`src/rtl/pc_sequencer.sv`:
```
// pc_sequencer: 8-bit program-counter next-address controller (BOOT/RUN/HALT).
// Define PC_SEQ_RAS_EN to build the return-address stack used by call/ret.
module pc_sequencer #(
    parameter logic [7:0]  RESET_VEC = 8'h00,
    parameter int unsigned RAS_DEPTH = 4
) (
    input  logic       clk,
    input  logic       rst,
    input  logic       stall,
    input  logic       halt,
    input  logic       resume,
    input  logic       branch_taken,
    input  logic [7:0] branch_off,
    input  logic       jump,
    input  logic       call,
    input  logic       ret,
    input  logic [7:0] jump_addr,
    output logic [7:0] pc,
    output logic       fetch_en,
    output logic       halted,
    output logic       ras_err
);

    localparam int unsigned PC_W = 8;

    typedef enum logic [1:0] {
        ST_BOOT = 2'd0,
        ST_RUN  = 2'd1,
        ST_HALT = 2'd2
    } state_t;

    state_t state;

    logic [PC_W-1:0] pc_inc;
    logic [PC_W-1:0] pc_br;
    logic [PC_W-1:0] ret_target;
    logic            run_act;
    logic            ret_act;
    logic            ras_err_set;

    if ((RAS_DEPTH < 2) || (RAS_DEPTH > 16) || ((RAS_DEPTH & (RAS_DEPTH - 1)) != 0)) begin : g_depth_check
        $error("pc_sequencer: RAS_DEPTH must be a power of two in 2..16");
    end

    // Offset and PC share a width, so modulo-256 addition is the sign-extended add.
    assign pc_inc  = pc + PC_W'(1);
    assign pc_br   = pc + branch_off;
    assign run_act = (state == ST_RUN) && !stall;
    assign ret_act = run_act && !halt && ret;

`ifdef PC_SEQ_RAS_EN
    localparam int unsigned IDX_W = $clog2(RAS_DEPTH);
    localparam int unsigned PTR_W = IDX_W + 1;

    logic [PC_W-1:0]  ras_mem [RAS_DEPTH];
    logic [PTR_W-1:0] ras_ptr;
    logic [IDX_W-1:0] top_idx;
    logic             ras_empty;
    logic             ras_full;
    logic             call_act;
    logic             ras_push;
    logic             ras_pop;

    assign ras_empty   = (ras_ptr == '0);
    assign ras_full    = (ras_ptr == PTR_W'(RAS_DEPTH));
    assign call_act    = run_act && !halt && !ret && call;
    assign ras_push    = call_act && !ras_full;
    assign ras_pop     = ret_act && !ras_empty;
    assign top_idx     = IDX_W'(ras_ptr - PTR_W'(1));
    assign ret_target  = ras_empty ? pc_inc : ras_mem[top_idx];
    assign ras_err_set = (ret_act && ras_empty) || (call_act && ras_full);

    // Stack contents carry no reset; only the pointer defines validity.
    always_ff @(posedge clk) begin
        if (ras_push) begin
            ras_mem[IDX_W'(ras_ptr)] <= pc_inc;
        end
    end

    always_ff @(posedge clk) begin
        if (rst) begin
            ras_ptr <= '0;
        end else if (ras_push) begin
            ras_ptr <= ras_ptr + PTR_W'(1);
        end else if (ras_pop) begin
            ras_ptr <= ras_ptr - PTR_W'(1);
        end
    end
`else
    // Without a stack every return is an underflow.
    assign ret_target  = pc_inc;
    assign ras_err_set = ret_act;
`endif

    always_ff @(posedge clk) begin
        if (rst) begin
            state    <= ST_BOOT;
            pc       <= RESET_VEC;
            fetch_en <= 1'b0;
            halted   <= 1'b0;
            ras_err  <= 1'b0;
        end else begin
            if (ras_err_set) begin
                ras_err <= 1'b1;
            end
            case (state)
                ST_BOOT: begin
                    state    <= ST_RUN;
                    fetch_en <= 1'b1;
                end
                ST_RUN: begin
                    if (!stall) begin
                        if (halt) begin
                            pc       <= pc_inc;
                            state    <= ST_HALT;
                            fetch_en <= 1'b0;
                            halted   <= 1'b1;
                        end else if (ret) begin
                            pc <= ret_target;
                        end else if (call || jump) begin
                            pc <= jump_addr;
                        end else if (branch_taken) begin
                            pc <= pc_br;
                        end else begin
                            pc <= pc_inc;
                        end
                    end
                end
                ST_HALT: begin
                    if (resume) begin
                        state    <= ST_RUN;
                        fetch_en <= 1'b1;
                        halted   <= 1'b0;
                    end
                end
                default: begin
                    state    <= ST_BOOT;
                    fetch_en <= 1'b0;
                    halted   <= 1'b0;
                end
            endcase
        end
    end

endmodule
```
`config.mk`:
```
export PLATFORM = sky130hd
export DESIGN_NAME = pc_sequencer
export DESIGN_NICKNAME = d
export VERILOG_FILES = /design/src/rtl/pc_sequencer.sv
export SDC_FILE = /design/constraint.sdc
export NUM_CORES = 1
export LEC_CHECK = 0
export CORE_MARGIN = 5
export CORE_UTILIZATION = 48
export DETAILED_ROUTE_END_ITERATION = 6
export MAX_ROUTING_LAYER = met4
export PLACE_DENSITY = 0.84
export SLEW_MARGIN = 0
export SYNTH_ARGS = -nofsm -noshare
export SYNTH_HDL_FRONTEND = slang
export SYNTH_SLANG_ARGS = --single-unit
```
`constraint.sdc`:
```
create_clock -name clk -period 4.8 [get_ports clk]
set_input_delay 0.72 -clock clk [delete_from_list [all_inputs] [get_ports clk]]
set_output_delay 0.72 -clock clk [all_outputs]
set_load 0.05 [all_outputs]
```
==> run_results.csv <==
group,metric,value,unit
routing,wl_per_cell,15.8,µm
power_and_ir_drop,p_leak,0.546,nW
floorplanning,dieArea,3210,µm²
floorplanning,die_w,56.7,µm
synthesis,syn_area_per_cell,7.58,µm²
grt,grt_pass1_wl,5200,µm
grt,gr-total-overflow,0,
sta,rsz0062_at_grt,"false",
synthesis,syn_nets,172,
synthesis,synthCells,138,
critical_path,reg2reg_to,"pc[6]$_SDFFE_PP0P_",
placement,port_buffers,35,
sta,max_slew.worst_pin.slew,635,ps
power_and_ir_drop,p_seq_frac,0.409,
synthesis,async_flop_share,0,
synthesis,ys_seq_area_frac,0.230,
floorplanning,initial_core_util,0.487,
routing,routed_wl,3150,µm
synthesis,synth_compound_area_frac,0.300,
synthesis,synth_commonest_cells,"nor2_1 (19), a21oi_1 (14), dfxtp_1 (12)",
flow_run,maxCapViolCount,0,
synthesis,yosysWarnings,0,
cells_and_area,diodes,0,
grt,grt_pass1_vias,1170,
synthesis,synth_top_family_by_area,"compound AO/OA/AOI/OAI gates",
sta,tns,0,ps
sta,fmax,412,MHz
synthesis,synthXorXnorAreaFrac,0.0586,
critical_path,slowest_delay,460,ps
synthesis,synth_area_leaders,"dfxtp_1 (23%), ha_1 (9.6%), nor2_1 (6.8%)",
synthesis,synthSimpleGateAreaFrac,0.237,
critical_path,critPathMaxFanout,2,
grt,grt_start_max_net_pins,16,
clocking,cts_num_sinks,12,
cells_and_area,layout.nets,208,
synthesis,synthMuxAreaShare,0.00957,
clocking,cts-hold-fix-buffers,0,
power_and_ir_drop,power.density,189,nW/µm²
grt,grt_antenna_before_repair,0,
clocking,cts_buffers,3,
routing,drt-vias-per-instance,5.90,
sta,min_period,2430,ps
synthesis,synth-seq-cells,12,
critical_path,crit_arrival,2570,ps
min_path,whs_endpoint,"ras_err$_SDFFE_PP0P_",
critical_path,worst-setup-path-type,"primary input to flop",
synthesis,ys_types,43,
critical_path,crit_required,4950,ps
clocking,insertion_delay,280,ps
cells_and_area,area_growth,36.8,%
power_and_ir_drop,combPwrFrac,0.360,
routing,dr.pass1.iters,4,
synthesis,synth.most_common_cell,"nor2_1",
critical_path,r2r_start,"pc[0]$_SDFFE_PP0P_",
clocking,cts-root-buf,"clkbuf_4",
routing,antenna_left,0,
power_and_ir_drop,swShare,0.345,
sta,drv_slew,0,
synthesis,synth_edf_count,0,
power_and_ir_drop,switchingPower,0.0935,mW
sta,slew-limit-headroom,0.575,
min_path,hold_start,"ras_err$_SDFFE_PP0P_",
min_path,whs_path_depth,2,
power_and_ir_drop,ir_drop,176,µV
critical_path,critPathLaunchType,"primary input",
clocking,cts_tree,"built",
clocking,path_clk_slew,80,ps
critical_path,critical_path.slowest_cell,"clkdlybuf4s50_1",
placement,placed_area,1410,µm²
sta,hold_viol,0,
clocking,post-cts-setup-buffers,0,
routing,drc,0,
min_path,worstHoldPathType,"flop to flop",
synthesis,ys_dominant_reg_cell,"dfxtp_1",
critical_path,cp_cell_sequence,"clkdlybuf4s50_1 -> ha_1 -> inv_1 -> fa_1 -> nor2b_1 -> o31a_1 -> o22ai_1 -> mux2i_1 -> o31ai_1",
floorplanning,std_cell_rows,17,
critical_path,r2r_cells,8,
floorplanning,die_y,56.7,µm
grt,track_usage,0.210,
clocking,clockBufferDepth,2,
power_and_ir_drop,total_power,0.271,mW
clocking,cts_max_level,1,
critical_path,cp-end-kind,"flop",
routing,vias,1180,
status,status,"completed",
floorplanning,pin_count,36,
routing,first_iter_violations,29,
placement,dp_hpwl,2530,µm
sta,fin_crit_sh,0.505,
power_and_ir_drop,clkPwrFrac,0.231,
synthesis,synth-adder-area-share,0.115,
cells_and_area,fillers,193,
sta,fin_skew,10.7,ps
power_and_ir_drop,internal_power,0.177,mW
cells_and_area,drive_gt1_frac,0.0640,
synthesis,netlist_area,1050,µm²
synthesis,yosysTopAreaCell,"dfxtp_1",
floorplanning,coreArea,2150,µm²
cells_and_area,design_area,1430,µm²
sta,setup_viol_count_final,0,
sta,hold_ws,502,ps
critical_path,r2r_setup_slack,2780,ps
synthesis,yosysTopAreaCellShare,0.230,
placement,gp_congestion,0.936,
clocking,postCtsResizedCells,0,
==> area by class of cell <==
type,instances,area (µm²),area share
flip-flops and latches,12,240,0.168
clock buffers,3,22.5,0.0157
multi-input cells,114,753,0.526
well taps,28,35.0,0.0245
inverters,8,30.0,0.0210
repair buffers,35,350,0.245
==> logic make-up after synthesis <==
| kind of cell | after synthesis |
|---|---|
| flip-flops | 12 |
| adder cells (fa/ha/maj) | 9 |
| XOR/XNOR | 7 |
| buffers and inverters | 12 |
| multiplexers | 1 |
| AO/OA/AOI/OAI | 47 |
| AND/OR/NAND/NOR | 50 |
==> registers in the layout, indices dropped and copies added, names as in the netlist <==
register	flops
halted	1
pc	8
ras_err	1
state	2
==> per-layer routing <==
metal | vias up | track usage | part of all wire
met5 | - | - | 0
li1 | 585 | - | -
met1 | 544 | 0.229 | 0.40
met4 | 0 | 0.0847 | 0.0073
met2 | 47 | 0.350 | 0.53
met3 | 4 | 0.0713 | 0.070
==> per-stage QoR <==
stage,cells,utilization,setup WS [ps]
floorplan,138,-,2650
global placement,197,0.656,2170
detailed placement,197,0.656,2080
CTS,200,0.666,2370
global route,200,0.666,2260
finish,200,0.666,2370
==> cells in the final DEF (no fill, tap or decap), types with 4 or more instances in the layout <==
cell type / count
a21oi_1: 14
ha_1: 8
o21ai_0: 5
xor2_1: 4
nor2_1: 19
nand3_1: 5
nand2_1: 10
clkdlybuf4s50_1: 35
inv_1: 8
a31oi_1: 5
dfxtp_1: 12
==> how the worst max path moves through the flow <==
stage	from	end	slack, ps	depth (start not counted)
after detailed placement	branch_off[0]	pc[6]$_SDFFE_PP0P_	2080	9
after global routing	branch_off[1]	pc[7]$_SDFFE_PP0P_	2260	7
after floorplan	pc[1]$_SDFFE_PP0P_	pc[7]$_SDFFE_PP0P_	2650	6
after CTS	branch_off[0]	pc[6]$_SDFFE_PP0P_	2370	9
final	branch_off[0]	pc[6]$_SDFFE_PP0P_	2370	9
after global placement	branch_off[0]	pc[6]$_SDFFE_PP0P_	2170	9
==> power by group through the flow <==
stage | Combinational, mW | Sequential, mW | Clock, mW
2_1_floorplan | 0.0422 | 0.126 | 0
3_3_place_gp | 0.0944 | 0.113 | 0
3_5_place_dp | 0.0968 | 0.113 | 0
4_1_cts | 0.0972 | 0.111 | 0.0651
5_1_grt | 0.106 | 0.112 | 0.0702
6_report | 0.0974 | 0.111 | 0.0626
==> critical path: cells and delay by family <==
kind                       cells  cell delay [ps]
and+or+nand+nor                1              200
AOI/OAI and AO/OA              3              390
adders and majority gates      2              580
buffers and inverters          2              520
muxes                          1              160
(Power assumes the default switching activity.)
